==> config.mk <==
export PLATFORM = sky130hd
export DESIGN_NAME = fifo_byte_packer
export DESIGN_NICKNAME = d
export VERILOG_FILES = /design/src/rtl/fifo_byte_packer.sv
export SDC_FILE = /design/constraint.sdc
export NUM_CORES = 1
export LEC_CHECK = 0
export ABC_CLOCK_PERIOD_IN_PS = 4600
export CORE_ASPECT_RATIO = 0.5
export CORE_MARGIN = 10
export CORE_UTILIZATION = 55
export CTS_CLUSTER_DIAMETER = 80
export DETAILED_ROUTE_END_ITERATION = 8
export PLACE_DENSITY = 0.82
export SYNTH_ARGS = -nofsm -noshare
export SYNTH_HDL_FRONTEND = slang
export SYNTH_SLANG_ARGS = --single-unit
export TNS_END_PERCENT = 5
==> constraint.sdc <==
create_clock -name clk -period 4.6 [get_ports clk]
set_input_delay 0.69 -clock clk [delete_from_list [all_inputs] [get_ports clk]]
set_output_delay 0.69 -clock clk [all_outputs]
set_load 0.005 [all_outputs]
==> src/rtl/fifo_byte_packer.sv <==
`default_nettype none
// ============================================================================
// Module  : fifo_byte_packer
// Purpose : Pops WIDTH-bit entries from a 1-cycle-latency FIFO, packs PACK of
//           them per word onto a valid/ready stream; flush emits a partial
//           word with a lane-keep mask. FIFO_BYTE_PACKER_STATS_EN adds
//           word/flush counters.
// Revision: 1.0 - initial release
// ============================================================================
module fifo_byte_packer #(
    parameter int WIDTH = 8,
    parameter int PACK  = 4,
    parameter int CNT_W = $clog2(PACK + 1)
) (
    input  logic                    clk,
    input  logic                    rst,
    input  logic                    fifo_empty,
    output logic                    fifo_rd_en,
    input  logic [WIDTH-1:0]        fifo_dout,
    input  logic                    flush,
    output logic [WIDTH*PACK-1:0]   out_data,
    output logic [PACK-1:0]         out_keep,
    output logic                    out_valid,
    input  logic                    out_ready,
    output logic                    busy
`ifdef FIFO_BYTE_PACKER_STATS_EN
    ,
    output logic [15:0]             word_cnt,
    output logic [15:0]             flush_cnt
`endif
);

    typedef enum logic [1:0] {
        S_IDLE  = 2'd0,
        S_FILL  = 2'd1,
        S_FULL  = 2'd2,
        S_FLUSH = 2'd3
    } state_t;

    localparam logic [CNT_W-1:0] C_PACK     = CNT_W'(PACK);
    localparam logic [CNT_W:0]   C_PACK_EXT = (CNT_W + 1)'(PACK);

    state_t                  state_q, state_d;
    logic [WIDTH-1:0]        acc_q [PACK];
    logic [WIDTH-1:0]        acc_d [PACK];
    logic [CNT_W-1:0]        acc_cnt_q, acc_cnt_d;
    logic                    inflight_q, inflight_d;
    logic                    flush_pend_q, flush_pend_d;
    logic [WIDTH*PACK-1:0]   out_data_q, out_data_d;
    logic [PACK-1:0]         out_keep_q, out_keep_d;
    logic                    out_valid_q, out_valid_d;

    logic [CNT_W:0]          w_fill;
    logic                    w_full;
    logic                    w_has_data;
    logic                    w_xfer;
    logic [PACK-1:0]         w_keep;

    always_ff @(posedge clk or posedge rst) begin
        if (rst) begin
            state_q      <= S_IDLE;
            acc_cnt_q    <= '0;
            inflight_q   <= 1'b0;
            flush_pend_q <= 1'b0;
            out_data_q   <= '0;
            out_keep_q   <= '0;
            out_valid_q  <= 1'b0;
            for (int i = 0; i < PACK; i++) begin
                acc_q[i] <= '0;
            end
        end else begin
            state_q      <= state_d;
            acc_cnt_q    <= acc_cnt_d;
            inflight_q   <= inflight_d;
            flush_pend_q <= flush_pend_d;
            out_data_q   <= out_data_d;
            out_keep_q   <= out_keep_d;
            out_valid_q  <= out_valid_d;
            for (int i = 0; i < PACK; i++) begin
                acc_q[i] <= acc_d[i];
            end
        end
    end

    always_comb begin
        state_d      = state_q;
        acc_cnt_d    = acc_cnt_q;
        flush_pend_d = flush_pend_q;
        out_data_d   = out_data_q;
        out_keep_d   = out_keep_q;
        out_valid_d  = out_valid_q;
        w_keep       = '0;
        for (int i = 0; i < PACK; i++) begin
            acc_d[i] = acc_q[i];
        end

        // Count the in-flight byte so we never pop beyond the lanes available.
        w_fill     = {1'b0, acc_cnt_q} + {{CNT_W{1'b0}}, inflight_q};
        fifo_rd_en = !rst && !fifo_empty && !flush_pend_q && (w_fill < C_PACK_EXT);
        inflight_d = fifo_rd_en;

        w_full     = (acc_cnt_q == C_PACK);
        w_has_data = (acc_cnt_q != '0) || inflight_q;
        w_xfer     = (w_full || (flush_pend_q && !inflight_q && (acc_cnt_q != '0)))
                     && (!out_valid_q || out_ready);

        for (int i = 0; i < PACK; i++) begin
            w_keep[i] = (CNT_W'(i) < acc_cnt_q);
        end

        if (w_xfer) begin
            out_valid_d = 1'b1;
            out_keep_d  = w_keep;
            for (int i = 0; i < PACK; i++) begin
                out_data_d[i*WIDTH +: WIDTH] = w_keep[i] ? acc_q[i] : '0;
            end
        end else if (out_ready) begin
            out_valid_d = 1'b0;
        end

        if (w_xfer) begin
            acc_cnt_d = inflight_q ? CNT_W'(1) : '0;
            if (inflight_q) begin
                acc_d[0] = fifo_dout;
            end
        end else if (inflight_q) begin
            acc_cnt_d = acc_cnt_q + CNT_W'(1);
            for (int i = 0; i < PACK; i++) begin
                if (CNT_W'(i) == acc_cnt_q) begin
                    acc_d[i] = fifo_dout;
                end
            end
        end

        // A flush that coincides with a transfer emptying the accumulator has
        // nothing left to emit, so it must not arm a pending flush.
        if (w_xfer) begin
            flush_pend_d = 1'b0;
        end
        if (flush && !flush_pend_q && w_has_data && !(w_xfer && !inflight_q)) begin
            flush_pend_d = 1'b1;
        end

        if (flush_pend_d) begin
            state_d = S_FLUSH;
        end else if (acc_cnt_d == C_PACK) begin
            state_d = S_FULL;
        end else if ((acc_cnt_d != '0) || inflight_d) begin
            state_d = S_FILL;
        end else begin
            state_d = S_IDLE;
        end
    end

    assign out_data  = out_data_q;
    assign out_keep  = out_keep_q;
    assign out_valid = out_valid_q;
    assign busy      = (state_q != S_IDLE);

`ifdef FIFO_BYTE_PACKER_STATS_EN
    logic [15:0] word_cnt_q;
    logic [15:0] flush_cnt_q;

    always_ff @(posedge clk or posedge rst) begin
        if (rst) begin
            word_cnt_q  <= '0;
            flush_cnt_q <= '0;
        end else if (out_valid_q && out_ready) begin
            if (word_cnt_q != 16'hFFFF) begin
                word_cnt_q <= word_cnt_q + 16'd1;
            end
            if ((out_keep_q != {PACK{1'b1}}) && (flush_cnt_q != 16'hFFFF)) begin
                flush_cnt_q <= flush_cnt_q + 16'd1;
            end
        end
    end

    assign word_cnt  = word_cnt_q;
    assign flush_cnt = flush_cnt_q;
`endif

endmodule
`default_nettype wire

==> run summary <==
The standard-cell row count came out at 19. The die covers 0.00917 mm². The latest clock arrival within the worst-skew pair was 340 ps; the count of mapped cells out of synthesis was 257. Data on the critical path is required at its endpoint by 3910 ps.

Summed instance area of the synthesized netlist: 0.00308 mm². The first-pass GRT wire length was 11700 µm; the layout overhead on the synthesized area was 23.5%. Counting flops and latches in the post-synthesis netlist gives 76.

The worst path meets setup with 1560 ps of slack. The flow ran to the end, and the final reports show no timing, DRC or antenna violations. Of the total synthesized cell area, the portion taken by AND, OR, NAND and NOR gates is 15.1%. Setup repair after global routing left no endpoint under its margin. Of the total power, the share spent switching nets is 32.3%. The root buffer cell chosen for the clock tree is clkbuf_8. The share of flip-flops with an asynchronous set or reset after synthesis is 100%. In the synthesized netlist, mux cells make up 13.0% of the area. After synthesis, the netlist uses 36 different library cells. The final number of max-transition violations was 0. The final critical path takes up 66.2% of the cycle.

The HPWL after detailed placement is 4820 µm. The cell seen most often among critical-path stages is clkdlybuf4s50_1. Most instantiated flip-flop cell in the synthesis netlist: dfrtp_1.

The xor and xnor fraction of the mapped netlist area is 0.285%, and the sequential power share is 45.9%. TritonCTS built the clock tree. The tools report the post-detailed-route count of antenna-violating nets as 0. The repair_antennas step left the layout with diodes totalling 0. The run gives 53 as the largest net degree at the start of global routing.

The number of antenna violations at the first check in global routing came out at 0. The category of the most critical setup path was in -> out. At the pin with the least slew margin, the transition time is 1040 ps. The clock net in this run drives a total of 76 sinks. Summed over all failing endpoints, the final setup total negative slack is 0 ps. For the post-detailed-route DRC marker count, the log shows 0. Overall via count from detail_route: 2069. The synthesized netlist devotes 1.63% of its cell area to adder and majority cells. Counting the fill cells in the layout gives 397.

The synthesized area per cell was 12.0 µm². Counting the buffers created by CTS gives 9. The tools report the combinational group share of total power as 35.4%. During synthesis, Yosys emitted a total of 0 warnings. The first routing iteration left 195 violations. The leakage power is 0.00184 µW, and the final critical delay including setup and external delays is 3040 ps. The number of nets in the synthesized netlist is 274, and the post-detailed-routing wire length is 7010 µm.

The core region is 0.00544 mm². The path class of the tightest hold or removal check is reg -> reg. After synthesis, the largest family of logic cells by area is simple AND/OR/NAND/NOR gates. The critical path's largest stage delay is 560 ps. Data on the critical path arrives at its endpoint at 2350 ps. The number of placed instances, taps included, is 371. In this run, post-CTS hold repair placed 0 buffers. In this run the vertical extent of the chip is 72.9 µm. The number of global-route vias before repair came out at 2191. The normalized max-slew margin was 30.8%; the sequential cell area in the final layout was 0.00190 mm². In this run the tool buffered the top-level ports with 51 buffer cells. The post-route clock skew was 7.79 ps; the number of setup buffers added after CTS was 0. Wire length per cell after detailed routing: 18.2 µm. The critical path launch point type is an input pin.

The clock network is responsible for 18.7% of the overall power. The total overflow left after global routing is 0. The routability congestion estimate from global placement was 0.790; the clock slew at the register clock pins of the worst setup and hold paths was 80 ps. In the final layout, the share of cells above drive strength 1 is 17.6%.

The floorplan step set the die width to 126 µm. After routing the design area is 0.00380 mm². Setup violations remaining at the end of the flow were counted as 0. The synthesized netlist devotes 5.28% of its cell area to compound gates. The tool flagged a number of max-cap violations equal to 0. The net count of the finished layout is 326. The final hold violation count is 0, and the maximum clock frequency is 328 MHz. STA classifies the critical path endpoint as an output port.

The tools report the worst supply voltage drop on vdd as 0.289 mV. Summed over all nets, the switching power comes to 793 µW. The highest-delay cell along the critical path is clkdlybuf4s50_1. Internal power comes to 1660 µW.

The combined global-route utilization of all metal layers was 16.0%; the I/O pin count was 52. The H-tree was split into 3 levels. The signal on the critical path passes through clkdlybuf4s50_1 -> or4_1 -> a21oi_1 -> clkdlybuf4s50_1.

The clock passes through at most 2 buffers. The run gives 61.8% as the share of synthesized area occupied by flip-flops and latches. The number of detailed-routing iterations run before antenna repair is 4. OpenSTA, run right after detailed placement, puts the worst setup slack at 1580 ps. In the routed layout, each cell is associated on average with a via count of 5.37.

In this run, post-CTS repair resized a total of 0 instances. The run gives 385 as the non-filler instance count after layout. The count of buffer and inverter cells on the critical path is 2, and the multi-input gate area in the final layout is 0.00109 mm².

The cell family with the largest share of critical-path delay is buffers and inverters. In this run the cell area measured after placement is 0.00363 mm². The largest fanout on the critical path came out at 3. The number of enable flip-flop cells after synthesis was 0; the starting density of the core was 56.5%. In this run the power density over the cells is 646 mW/mm².
-- synthesized netlist by cell type, drive strengths merged, types with 2 or more instances --
cell,instances,area share (%)
a22o,8,2.3
o21ai,2,0.45
a21oi,3,0.49
or2,2,0.41
clkbuf,3,0.37
mux2,32,13
nand2b,2,0.41
nand2,63,7.7
buf,10,2.1
dfrtp,76,62
nor2,8,1.1
inv,4,0.49
nand3,24,3.9
ha,4,1.6
-- layer usage --
layer	global-route usage [%]	up-vias	wire length (µm)	part of all wire, %
met5	0	-	0	0
met4	7.65	0	127	1.8
met3	4.21	12	400	5.7
met2	26.1	47	3330	48
met1	19.8	1039	3140	45
li1	-	971	-	-
-- final timing paths --
kind,start,to,slack [ps],cells past startpoint
worst min-delay path,out_data[6],out_data[6],470,2
min in group asynchronous,rst,out_valid,940,2
max in group asynchronous,rst,out_data[13],2730,3
worst min register to register,out_data[6],out_data[6],470,2
worst max register to register,acc_cnt_q[0],acc_q[26],2110,7
worst max-delay path,fifo_empty,fifo_rd_en,1560,4
-- placed cells by master (no fill, tap or decap), types with 3 or more instances in the layout --
cell type and n:
nand3_1 24, dfrtp_1 76, a21oi_1 3, mux2_2 24
buf_4 3, clkbuf_8 12, a22o_1 8, clkdlybuf4s50_1 51
nand2_1 63, nor2_1 7, inv_1 3, ha_1 4
mux2_4 8
-- final cells by class --
type	count	share of cell area, %
Clock buffer	12	4.34
Inverter	4	0.395
Tap cell	73	2.40
Clock inverter	2	0.263
Timing Repair Buffer	54	14.0
Multi-Input combinational cell	164	28.6
Sequential cell	76	50.0
-- worst min-delay path, delay by kind of cell, from the launching register on --
| family | cells | cell delay, ps |
|---|---|---|
| simple gates | 2 | 100 |
| flops | 1 | 350 |
-- power groups by stage --
stage               combinational [µW]  clock [µW]  sequential [µW]
detailed placement                 876           0             1130
global route                       959         490             1160
finish                             870         458             1130
global placement                   842           0             1110
CTS                                886         467             1130
floorplan                          521           0             1090
-- per-stage QoR --
stage | hold WS, ps | total power, µW | util (%)
2_1_floorplan | 460 | 1610 | -
6_report | 471 | 2460 | 69.8
4_1_cts | 473 | 2480 | 69.8
3_5_place_dp | 455 | 2010 | 66.6
5_1_grt | 494 | 2610 | 69.8
3_3_place_gp | 452 | 1960 | 66.6
-- sequential cells by signal, summed over array words and instances, names as in the netlist --
register      flops
acc_cnt_q         3
out_data         32
acc_q            32
flush_pend_q      1
inflight_q        1
state_q           2
out_valid         1
out_keep          4
-- logic make-up after synthesis --
group,count (synthesis)
fa+ha+maj,4
xor+xnor,1
buf+inv,17
flops,76
simple gates,105
mux,33
compound gates,21
Power figures use the tool's default switching activity.
